### config.mk
export PLATFORM = sky130hd
export DESIGN_NAME = inst_fetch
export DESIGN_NICKNAME = d
export VERILOG_FILES = /design/src/rtl/inst_fetch.sv
export SDC_FILE = /design/constraint.sdc
export NUM_CORES = 1
export LEC_CHECK = 0
export CAP_MARGIN = 20
export CORE_ASPECT_RATIO = 2
export CORE_MARGIN = 8
export CORE_UTILIZATION = 45
export CTS_BUF_LIST = sky130_fd_sc_hd__clkbuf_4 sky130_fd_sc_hd__clkbuf_8 sky130_fd_sc_hd__clkbuf_16
export DETAILED_ROUTE_END_ITERATION = 6
export PLACE_DENSITY = 0.75
export SLEW_MARGIN = 10
export SYNTH_ARGS = -nofsm -noshare
export SYNTH_HDL_FRONTEND = slang
export SYNTH_HIERARCHICAL = 1
export SYNTH_SLANG_ARGS = --single-unit
### constraint.sdc
create_clock -name iClk -period 7.56 [get_ports iClk]
set_input_delay 1.134 -clock iClk [delete_from_list [all_inputs] [get_ports iClk]]
set_output_delay 1.134 -clock iClk [all_outputs]
set_load 0.05 [all_outputs]
### src/rtl/inst_fetch.sv
// Instruction fetch stage: owns the PC, issues word reads and buffers returned words
// for in-order {inst, pc} delivery to the decoder. A redirect flushes and reloads the PC.
module inst_fetch #(
  parameter logic [31:0] RESET_PC   = 32'h0000_0000,
  parameter int          FIFO_DEPTH = 2
) (
  input  logic        iClk,
  input  logic        iRst,
  input  logic        iRedirect,
  input  logic [31:0] iRedirectPc,
  output logic        oMemReq,
  output logic [31:0] oMemAddr,
  input  logic        iMemGnt,
  input  logic        iMemRvalid,
  input  logic [31:0] iMemRdata,
  output logic [31:0] oInst,
  output logic [31:0] oCurPc,
  output logic        oValid,
  input  logic        iReady
);
  localparam int AW = $clog2(FIFO_DEPTH);
  typedef logic [AW:0] ptr_t;
  localparam ptr_t DEPTH = ptr_t'(FIFO_DEPTH);

  logic [FIFO_DEPTH-1:0][31:0] entPc;
  logic [FIFO_DEPTH-1:0][31:0] entInst;
  logic [FIFO_DEPTH-1:0]       entFilled;

  ptr_t        allocPtr, fillPtr, rdPtr, dropCnt;
  ptr_t        allocCnt, pendCnt, dropNext;
  logic [31:0] pc;
  logic        grant, pop, fillHit, dropHit;
  logic        unusedPcLsb;

  assign unusedPcLsb = ^iRedirectPc[1:0];

  assign allocCnt = allocPtr - rdPtr;
  assign pendCnt  = allocPtr - fillPtr;

  // Responses still owed to a flushed stream hold slots until they drain.
  assign oMemReq  = iRst && !iRedirect && ((allocCnt + dropCnt) < DEPTH);
  assign oMemAddr = pc;

  assign oValid = iRst && !iRedirect && entFilled[rdPtr[AW-1:0]];
  assign oInst  = entInst[rdPtr[AW-1:0]];
  assign oCurPc = entPc[rdPtr[AW-1:0]];

  assign grant   = oMemReq && iMemGnt;
  assign pop     = oValid && iReady;
  assign dropHit = iMemRvalid && (dropCnt != '0);
  assign fillHit = iMemRvalid && !iRedirect && (dropCnt == '0) && (pendCnt != '0);

  // On redirect every unfilled entry plus any already-pending drops becomes owed;
  // a response arriving in that same cycle pays one of them off.
  always_comb begin
    dropNext = dropCnt + pendCnt;
    if (iMemRvalid && (dropNext != '0)) dropNext = dropNext - ptr_t'(1);
  end

  always_ff @(posedge iClk or negedge iRst) begin
    if (!iRst) begin
      pc       <= RESET_PC;
      allocPtr <= '0;
      fillPtr  <= '0;
      rdPtr    <= '0;
      dropCnt  <= '0;
    end else if (iRedirect) begin
      pc       <= {iRedirectPc[31:2], 2'b00};
      allocPtr <= '0;
      fillPtr  <= '0;
      rdPtr    <= '0;
      dropCnt  <= dropNext;
    end else begin
      if (grant) begin
        pc       <= pc + 32'd4;
        allocPtr <= allocPtr + ptr_t'(1);
      end
      if (dropHit) dropCnt <= dropCnt - ptr_t'(1);
      if (fillHit) fillPtr <= fillPtr + ptr_t'(1);
      if (pop)     rdPtr   <= rdPtr + ptr_t'(1);
    end
  end

  for (genvar g = 0; g < FIFO_DEPTH; g++) begin : gEnt
    inst_fetch_entry uEnt (
      .iClk      (iClk),
      .iRst      (iRst),
      .iFlush    (iRedirect),
      .iAlloc    (grant   && (allocPtr[AW-1:0] == AW'(g))),
      .iAllocPc  (pc),
      .iFill     (fillHit && (fillPtr[AW-1:0]  == AW'(g))),
      .iFillData (iMemRdata),
      .iFree     (pop     && (rdPtr[AW-1:0]    == AW'(g))),
      .oPc       (entPc[g]),
      .oInst     (entInst[g]),
      .oFilled   (entFilled[g])
    );
  end
endmodule

// One buffer slot; alloc, fill and free always target distinct slots in a cycle.
module inst_fetch_entry (
  input  logic        iClk,
  input  logic        iRst,
  input  logic        iFlush,
  input  logic        iAlloc,
  input  logic [31:0] iAllocPc,
  input  logic        iFill,
  input  logic [31:0] iFillData,
  input  logic        iFree,
  output logic [31:0] oPc,
  output logic [31:0] oInst,
  output logic        oFilled
);
  always_ff @(posedge iClk or negedge iRst) begin
    if (!iRst) begin
      oPc     <= '0;
      oInst   <= '0;
      oFilled <= 1'b0;
    end else begin
      if (iAlloc) oPc   <= iAllocPc;
      if (iFill)  oInst <= iFillData;
      if (iFlush || iFree || iAlloc) oFilled <= 1'b0;
      else if (iFill)                oFilled <= 1'b1;
    end
  end
endmodule
# After elaboration in Yosys (flattened, before gate mapping)
# Index checks and enable logic that the tools add are counted.
# op_classes
n_addsub	10
mul	0
div	0
order_cmp	2
eq_ne	0
shift	0
muxes	21
bitwise	3
n_reduce_logical	31
# op_table
op	n
2-to-1 mux 32 bit	6
adder 32 x 3 -> 32 bit (second input constant)	1
2-to-1 mux 2 bit	9
nonzero test 2 bit	9
logical AND 1 bit	16
adder 2 x 1 -> 2 bit (second input constant)	3
2-to-1 mux 1 bit	6
adder 2 bit	2
logical OR 1 bit	4
subtractor 2 x 1 -> 2 bit (second input constant)	2
subtractor 2 bit	2
inverter 1 bit	3
logical NOT 2 bit	1
less-than comparator 1 x 2 -> 1 bit (second input constant)	1
less-than comparator 2 bit (second input constant)	1
logical NOT 1 bit	1
# word_totals
register_bits	170
latch_bits	0
mem_bits_rw	0
mem_bits_ro	0
in_bits	70
out_inout_bits	98
elab_cells	78
mem_count	0

# Longest topological paths before layout
# Gate-level depths: netlist (run 1).
# logic_depth
depth_word	8
ltp_mapped	10
ltp_nobuf	10

# Cells and area by module
# Netlist (run 1), hierarchy kept.
# by_module_without_submodules
module	instances	cells_each	area_each_um2
inst_fetch_entry	2	139	2723.9
inst_fetch	1	354	3315.7

# Least setup slack after synthesis (run 1)
# Ideal clock, no wire load.
# synth_path
path_kind	input to output
start	in iRst
end	out oValid
arrival_time_ps	2413
required_time_ps	6426
slack_ps	4013
cell_stages	3
cell_sequence	clkbuf_1 > nor2b_1 > nor2b_1
# synth_via
elab_chain_cells	2
# synth_rtl
item	line	source
start: declaration	8	input logic iRst,
logical AND 1 bit (2 in a row)	44	assign oValid = iRst && !iRedirect && entFilled[rdPtr[AW-1:0]];
end: declaration	18	output logic oValid,
# No other way between the ends.

# Worst setup path after layout (run 1)
# Ends and elaborated chain as after synthesis.

==> reports/qor.yml, run 1 <==
status: "finished, final reports clean"
yosys_warnings: 6
synth_async_sr_flop_share_pct: 100
synth_top_area_cell: "sky130_fd_sc_hd__dfrtp_1"
detail_route.vias_per_cell: 5.29
worst_path_most_repeated_cell: "sky130_fd_sc_hd__nor2b_1"
mappedNetlistArea_um2: 8760
remaining_drc_errors: 0
timing_worst_setup_path_type: "in2out"
global_route.usage.total_pct: 17.7
n_diodes: 0
cp-start-kind: "primary input"
drt_wl_total_um: 21100
post_drt_wl_per_cell_um: 19.9
power.switching_fraction_pct: 37.8
clk_transition_reported_paths_ps: 60
finalNonFillerCells: 1057
post-dp-hpwl_um: 14500
layout.nets: 862
die_h_um: 213
synth_top_cells_by_area: "sky130_fd_sc_hd__dfrtp_1 48%, sky130_fd_sc_hd__mux2_4 20%, sky130_fd_sc_hd__mux2_2 9.9%, sky130_fd_sc_hd__buf_12 2.7%, sky130_fd_sc_hd__nand2_1 1.4%"
rows: 72
worst-endpoint-arrival_ps: 3330
required_time_of_the_worst_setup_path_ps: 6430
layout.area.seq_um2: 4210
fin_skew_ps: 11.0
mostFrequentLayoutCells: "167 x sky130_fd_sc_hd__dfrtp_1, 161 x sky130_fd_sc_hd__clkdlybuf4s50_1, 116 x sky130_fd_sc_hd__mux2_4"
fmaxAchievable_ghz: 0.224
cts_made_buffers: 17
pin_count_of_the_biggest_net_entering_global_routing: 106
critical_path_s_top_delay_family: "buffers and inverters"
leakage_nw: 4.86
netlist_cell_types: 54
syn_avg_cell_area_um2: 13.9
timing.final.hold_violations: 0
hp-class: "reg2reg"
postLayoutSetupSlackWorst_ps: 3090
cts_hold_repair.buffers: 0
timing.final.crit_share_pct: 59.1
route.antenna.remaining_nets: 0
cts_max_level: 4
first_global_vias: 6013
nFillCells: 1590
setup_viol: 0
clockBufferDepth: 2
internal-power_mw: 2.38
tritoncts_clock_tree: "yes"
iteration_0_drc_markers: 195
pre_cts_ws_ps: 3000
power_density_nw_per_um2: 348
power_frac_clock_pct: 22.5
die-area_um2: 24500
share_seq_of_total_power_pct: 33.2
core_area_um2: 19200
timing_worst_slew_pin_value_ps: 961
critPathMaxStageDelay_ps: 860
areaGrowthSynthToFinish_pct: 25.6
drv_cap: 0
antenna_found_initial: 0
flops_latches_synth: 168
clock_insertion_delay_worst_skew_ps: 420
rsz0062_at_grt: "false"
synth_enable_flop_cells: 0
vias: 5590
port_buffers: 163
boundaryPins: 168
finalWorstPathRequiredPeriod_ps: 4470
critical_path_peak_fanout: 83
crit_path_end_kind: "output pin"
synth_seq_area_share_pct: 48.0
global_route.overflow_total: 0
post_cts_resized: 0
critical_path.n_buffers_inverters: 2
floorplan.die.width_um: 115
report.power.total_mw: 3.83
combinationalPowerShare_pct: 44.3
routabilityCongestion: 0.805
post_route_cells_drive_above_1_share_pct: 30.7
post-cts-setup-buffer-count: 0
timing.critical_path.cells: "buf_6 -> nor2b_1 -> nor2b_1 -> clkdlybuf4s50_1"
max-vdd-ir-drop_uv: 206
cpMaxStageDelayCell: "sky130_fd_sc_hd__clkdlybuf4s50_1"
synth_top_area_share_pct: 48.0
cts-root-buf: "sky130_fd_sc_hd__clkbuf_16"
postSynthCellCount: 632
ys.flop_type: "sky130_fd_sc_hd__dfrtp_1"
final_core_utilization_pct: 57.4
global_route_wire_length_before_repair_um: 33400
multi_input_area_um2: 4140
drv_slew: 0
placed_cells_incl_taps: 1026
cts_sinks: 168
p_sw_mw: 1.45
floorplan.initialDensity_pct: 45.7
first_pass_iters: 4
maxSlewHeadroom_pct: 35.7
leading_cell_type_in_the_layout_fill_and_taps_excluded: "sky130_fd_sc_hd__dfrtp_1"
final.setup.tns_ps: 0
cells by family after synthesis:
logic type	Yosys count	share of synthesized area, %
AOI/OAI and AO/OA	57	5.13
xor gates and xnor gates	21	2.84
adders and majority gates	6	0.857
buffers and inverters	55	5.24
DFF	168	48.0
muxes	197	30.2
other	1	0.0428
and+or+nand+nor	127	7.70
flip-flops by register name, indices dropped and copies added (netlist names):
name and flops:
dropCnt 2, oMemAddr 30, rdPtr 2, allocPtr 2
gEnt.uEnt/oFilled 2, gEnt.uEnt/oPc 64, gEnt.uEnt/oInst 64, fillPtr 2
cells in the mapped netlist (7+ instances only):
master,number
sky130_fd_sc_hd__a221o_1,9
sky130_fd_sc_hd__and2_1,10
sky130_fd_sc_hd__and3_1,11
sky130_fd_sc_hd__and4_1,7
sky130_fd_sc_hd__buf_12,12
sky130_fd_sc_hd__clkbuf_1,14
sky130_fd_sc_hd__dfrtp_1,168
sky130_fd_sc_hd__inv_1,15
sky130_fd_sc_hd__mux2_2,77
sky130_fd_sc_hd__mux2_4,116
sky130_fd_sc_hd__nand2_1,32
sky130_fd_sc_hd__nand3_1,8
sky130_fd_sc_hd__nor2_1,23
sky130_fd_sc_hd__nor3_1,9
sky130_fd_sc_hd__o21ai_0,9
sky130_fd_sc_hd__xnor2_1,13
power by group through the flow:
stage                     logic (mW)  clock network [mW]  registers [mW]
final                           1.70               0.863            1.27
after global routing            1.78               0.924            1.30
after CTS                       1.72               0.886            1.27
after detailed placement        1.71                   0            1.28
after global placement          1.69                   0            1.28
after floorplan                 1.18                   0            1.29
metal layers:
metal / track usage [%] / vias up / share of wire, %
met5: 0 / - / 0
met4: 7.07 / 0 / 2.0
met3: 3.67 / 21 / 4.6
met2: 30.8 / 149 / 52
met1: 20.7 / 2839 / 41
li1: - / 2581 / -
metrics by stage:
stage | area (um2) | hold slack, ps
after CTS | 11000 | 505
after global routing | 11000 | 515
after detailed placement | 10400 | 489
after global placement | 10400 | 484
final | 11000 | 499
after floorplan | 8780 | 475
worst paths after layout:
path / slack, ps / cells after the start / from / end
worst min-delay path: 500 / 1 / gEnt[1].uEnt/oPc[28] / gEnt[1].uEnt/oPc[28]
min in group asynchronous: 740 / 1 / iRst / gEnt[0].uEnt/oInst[9]
worst min register to register: 500 / 1 / gEnt[1].uEnt/oPc[28] / gEnt[1].uEnt/oPc[28]
max in group asynchronous: 5790 / 2 / iRst / gEnt[0].uEnt/oPc[15]
worst max-delay path: 3090 / 4 / iRst / oValid
worst max register to register: 3740 / 7 / rdPtr[0] / gEnt[0].uEnt/oPc[15]
final cells by class:
| type | instances | share of cell area, % |
|---|---|---|
| flip-flops and latches | 168 | 38.2 |
| multi-input cells | 414 | 37.6 |
| repair buffers | 170 | 15.4 |
| clock buffers | 21 | 4.19 |
| well taps | 259 | 2.94 |
| clock inverters | 10 | 1.11 |
| inverters | 15 | 0.511 |
(Power assumes the default switching activity.)
==> run 2, diff against run 1 <==
- PLACE_DENSITY: 0.75 -> 0.77
- clock period: 7.56 -> 4.05 ns (I/O delays scaled with it)
==> reports/qor.yml, run 2 (synthesis results as in run 1) <==
detail_route.vias_per_cell: 5.28  # was 5.29
regToRegEndpoint: "gEnt[1].uEnt/oInst[1]"  # was gEnt[0].uEnt/oPc[15]
finalWorstPathRequiredPeriod_ps: 3400
timing.critical_path.cells: "ha_1 -> and2b_1 -> xnor3_2 -> and2_1 -> clkdlybuf4s50_1"  # was buf_6 -> nor2b_1 -> nor2b_1 -> clkdlybuf4s50_1
post_cts_resized: 0  # unchanged
cp-start-kind: "flop"  # was primary input
drt_wl_total_um: 21500  # was 21100 um
n_diodes: 0  # unchanged
clock_insertion_delay_worst_skew_ps: 420  # about the same
hp-class: "in2async"  # was reg2reg
die_h_um: 213  # unchanged
fin_skew_ps: 14.0  # was 11.0 ps
fmaxAchievable_ghz: 0.294
multi_input_area_um2: 4140  # unchanged
clk_transition_reported_paths_ps: 70  # was 60 ps
global_route.usage.total_pct: 18.2  # was 17.7%
route.antenna.remaining_nets: 0  # unchanged
routabilityCongestion: 0.836  # was 0.805
nFillCells: 1581  # was 1590
critical_path_peak_fanout: 8  # was 83
vias: 5603  # was 5590
rrSetupSlack_ps: 1250  # was 3740 ps
tritoncts_clock_tree: "yes"  # unchanged
core_area_um2: 19200  # unchanged
port_buffers: 163  # unchanged
layout.area.seq_um2: 4210  # unchanged
post-cts-setup-buffer-count: 0  # unchanged
global_route.overflow_total: 0  # unchanged
layout.nets: 865  # was 862
leading_cell_type_in_the_layout_fill_and_taps_excluded: "sky130_fd_sc_hd__dfrtp_1"  # unchanged
rsz0062_at_grt: "false"  # unchanged
gr-usage-met2_pct: 32.4  # was 30.8%
cts_hold_repair.buffers: 0  # unchanged
reg2reg_from: "allocPtr[0]"  # was rdPtr[0]
post-dp-hpwl_um: 14700  # was 14500 um
clockBufferDepth: 2  # unchanged
required_time_of_the_worst_setup_path_ps: 3440  # was 6430 ps
post_route_cells_drive_above_1_share_pct: 31.2  # was 30.7%
remaining_drc_errors: 0  # unchanged
areaGrowthSynthToFinish_pct: 26.6  # was 25.6%
leakage_nw: 4.91  # was 4.86 nW
floorplan.die.width_um: 115  # unchanged
first_pass_iters: 4  # unchanged
cpMaxStageDelayCell: "sky130_fd_sc_hd__clkdlybuf4s50_1"  # unchanged
met3_usage_pct: 3.84  # was 3.67%
mostFrequentLayoutCells: "167 x sky130_fd_sc_hd__dfrtp_1, 160 x sky130_fd_sc_hd__clkdlybuf4s50_1, 116 x sky130_fd_sc_hd__mux2_4"  # was 167 x sky130_fd_sc_hd__dfrtp_1, 161 x sky130_fd_sc_hd__clkdlybuf4s50_1, 116 x sky130_fd_sc_hd__mux2_4
setup_viol: 0  # unchanged
timing.final.crit_share_pct: 83.9
cts_made_buffers: 17  # unchanged
timing_worst_slew_pin_value_ps: 1000  # was 961 ps
critPathMaxStageDelay_ps: 810  # was 860 ps
worst_r2r_path_depth: 7  # unchanged
worst-endpoint-arrival_ps: 2790  # was 3330 ps
max-vdd-ir-drop_uv: 319  # was 206 uV
drv_slew: 0  # unchanged
cts_max_level: 4  # unchanged
timing_worst_setup_path_type: "reg2out"  # was in2out
antenna_found_initial: 0  # unchanged
iteration_0_drc_markers: 166  # was 195
post_drt_wl_per_cell_um: 20.2  # was 19.9 um
floorplan.initialDensity_pct: 45.7  # unchanged
timing.final.hold_violations: 0  # unchanged
pin_count_of_the_biggest_net_entering_global_routing: 154  # was 106
rows: 72  # unchanged
die-area_um2: 24500  # unchanged
grt_busiest_layer: "met2"  # unchanged
global_route_wire_length_before_repair_um: 34400  # was 33400 um
cts-root-buf: "sky130_fd_sc_hd__clkbuf_16"  # unchanged
crit_path_end_kind: "output pin"  # unchanged
drv_cap: 0  # unchanged
final.setup.tns_ps: 0  # unchanged
status: "finished, final reports clean"  # unchanged
cts_sinks: 168  # unchanged
power_density_nw_per_um2: 657  # was 348 nW/um2
met1_usage_pct: 20.5  # was 20.7%
report.power.total_mw: 7.29  # was 3.83 mW
maxSlewHeadroom_pct: 33.0  # was 35.7%
boundaryPins: 168  # unchanged
first_global_vias: 6167  # was 6013
## run 2: changes by cell type in the layout (fill, tap and decap cells not counted), sizes merged
cell	delta
inv	-1
clkinvlp	-1
clkdlybuf4s50	-1
buf	+4
clkinv	+1
bufinv	+2
## run 2: worst max-delay path, delay by kind of cell, from the launching register on
family / cells / cell delay, ps
buf+inv: 1 / 810
flops: 1 / 470
xor+xnor: 1 / 430
simple gates: 2 / 390
fa+ha+maj: 1 / 270
## run 2: layout make-up
type	instances	share of cell area (%)
Sequential cell	168	37.9
Multi-Input combinational cell	414	37.3
Timing Repair Buffer	173	15.6
Clock buffer	21	4.22
Tap cell	259	2.92
Clock inverter	11	1.54
Inverter	15	0.507
## run 2: through the flow
| stage | std cells | util (%) | area [um2] | hold slack, ps | setup WS, ps |
|---|---|---|---|---|---|
| global placement | 1029 | 54.5 | 10500 | 484 | 1050 |
| finish | 1061 | 57.8 | 11100 | 66.4 | 652 |
| floorplan | 637 | - | 8780 | 312 | 1550 |
| detailed placement | 1029 | 54.5 | 10500 | 490 | 1040 |
| CTS | 1061 | 57.8 | 11100 | 55.4 | 617 |
| global route | 1061 | 57.8 | 11100 | 68.5 | 506 |
## run 2: how the worst max path moves through the flow
stage | start | end | slack (ps)
finish | rdPtr[0] | oMemReq | 650
global route | rdPtr[0] | oCurPc[31] | 510
CTS | rdPtr[0] | oMemReq | 620
detailed placement | rdPtr[0] | oCurPc[30] | 1040
global placement | iRst | oMemReq | 1050
floorplan | iRst | rdPtr[1] | 1550
## run 2: metal layers
layer / up-vias / wire length (um) / part of all wire, %
met5: - / 0 / 0
met4: 0 / 439 / 2.0
met2: 148 / 11500 / 54
met1: 2849 / 8350 / 39
li1: 2590 / - / -
met3: 16 / 1120 / 5.2
## run 2: where the power goes
group / switching [mW] / internal, mW / total (mW)
registers: 0.280 / 2.10 / 2.38
clock network: 0.665 / 1.08 / 1.75
logic: 1.76 / 1.41 / 3.16
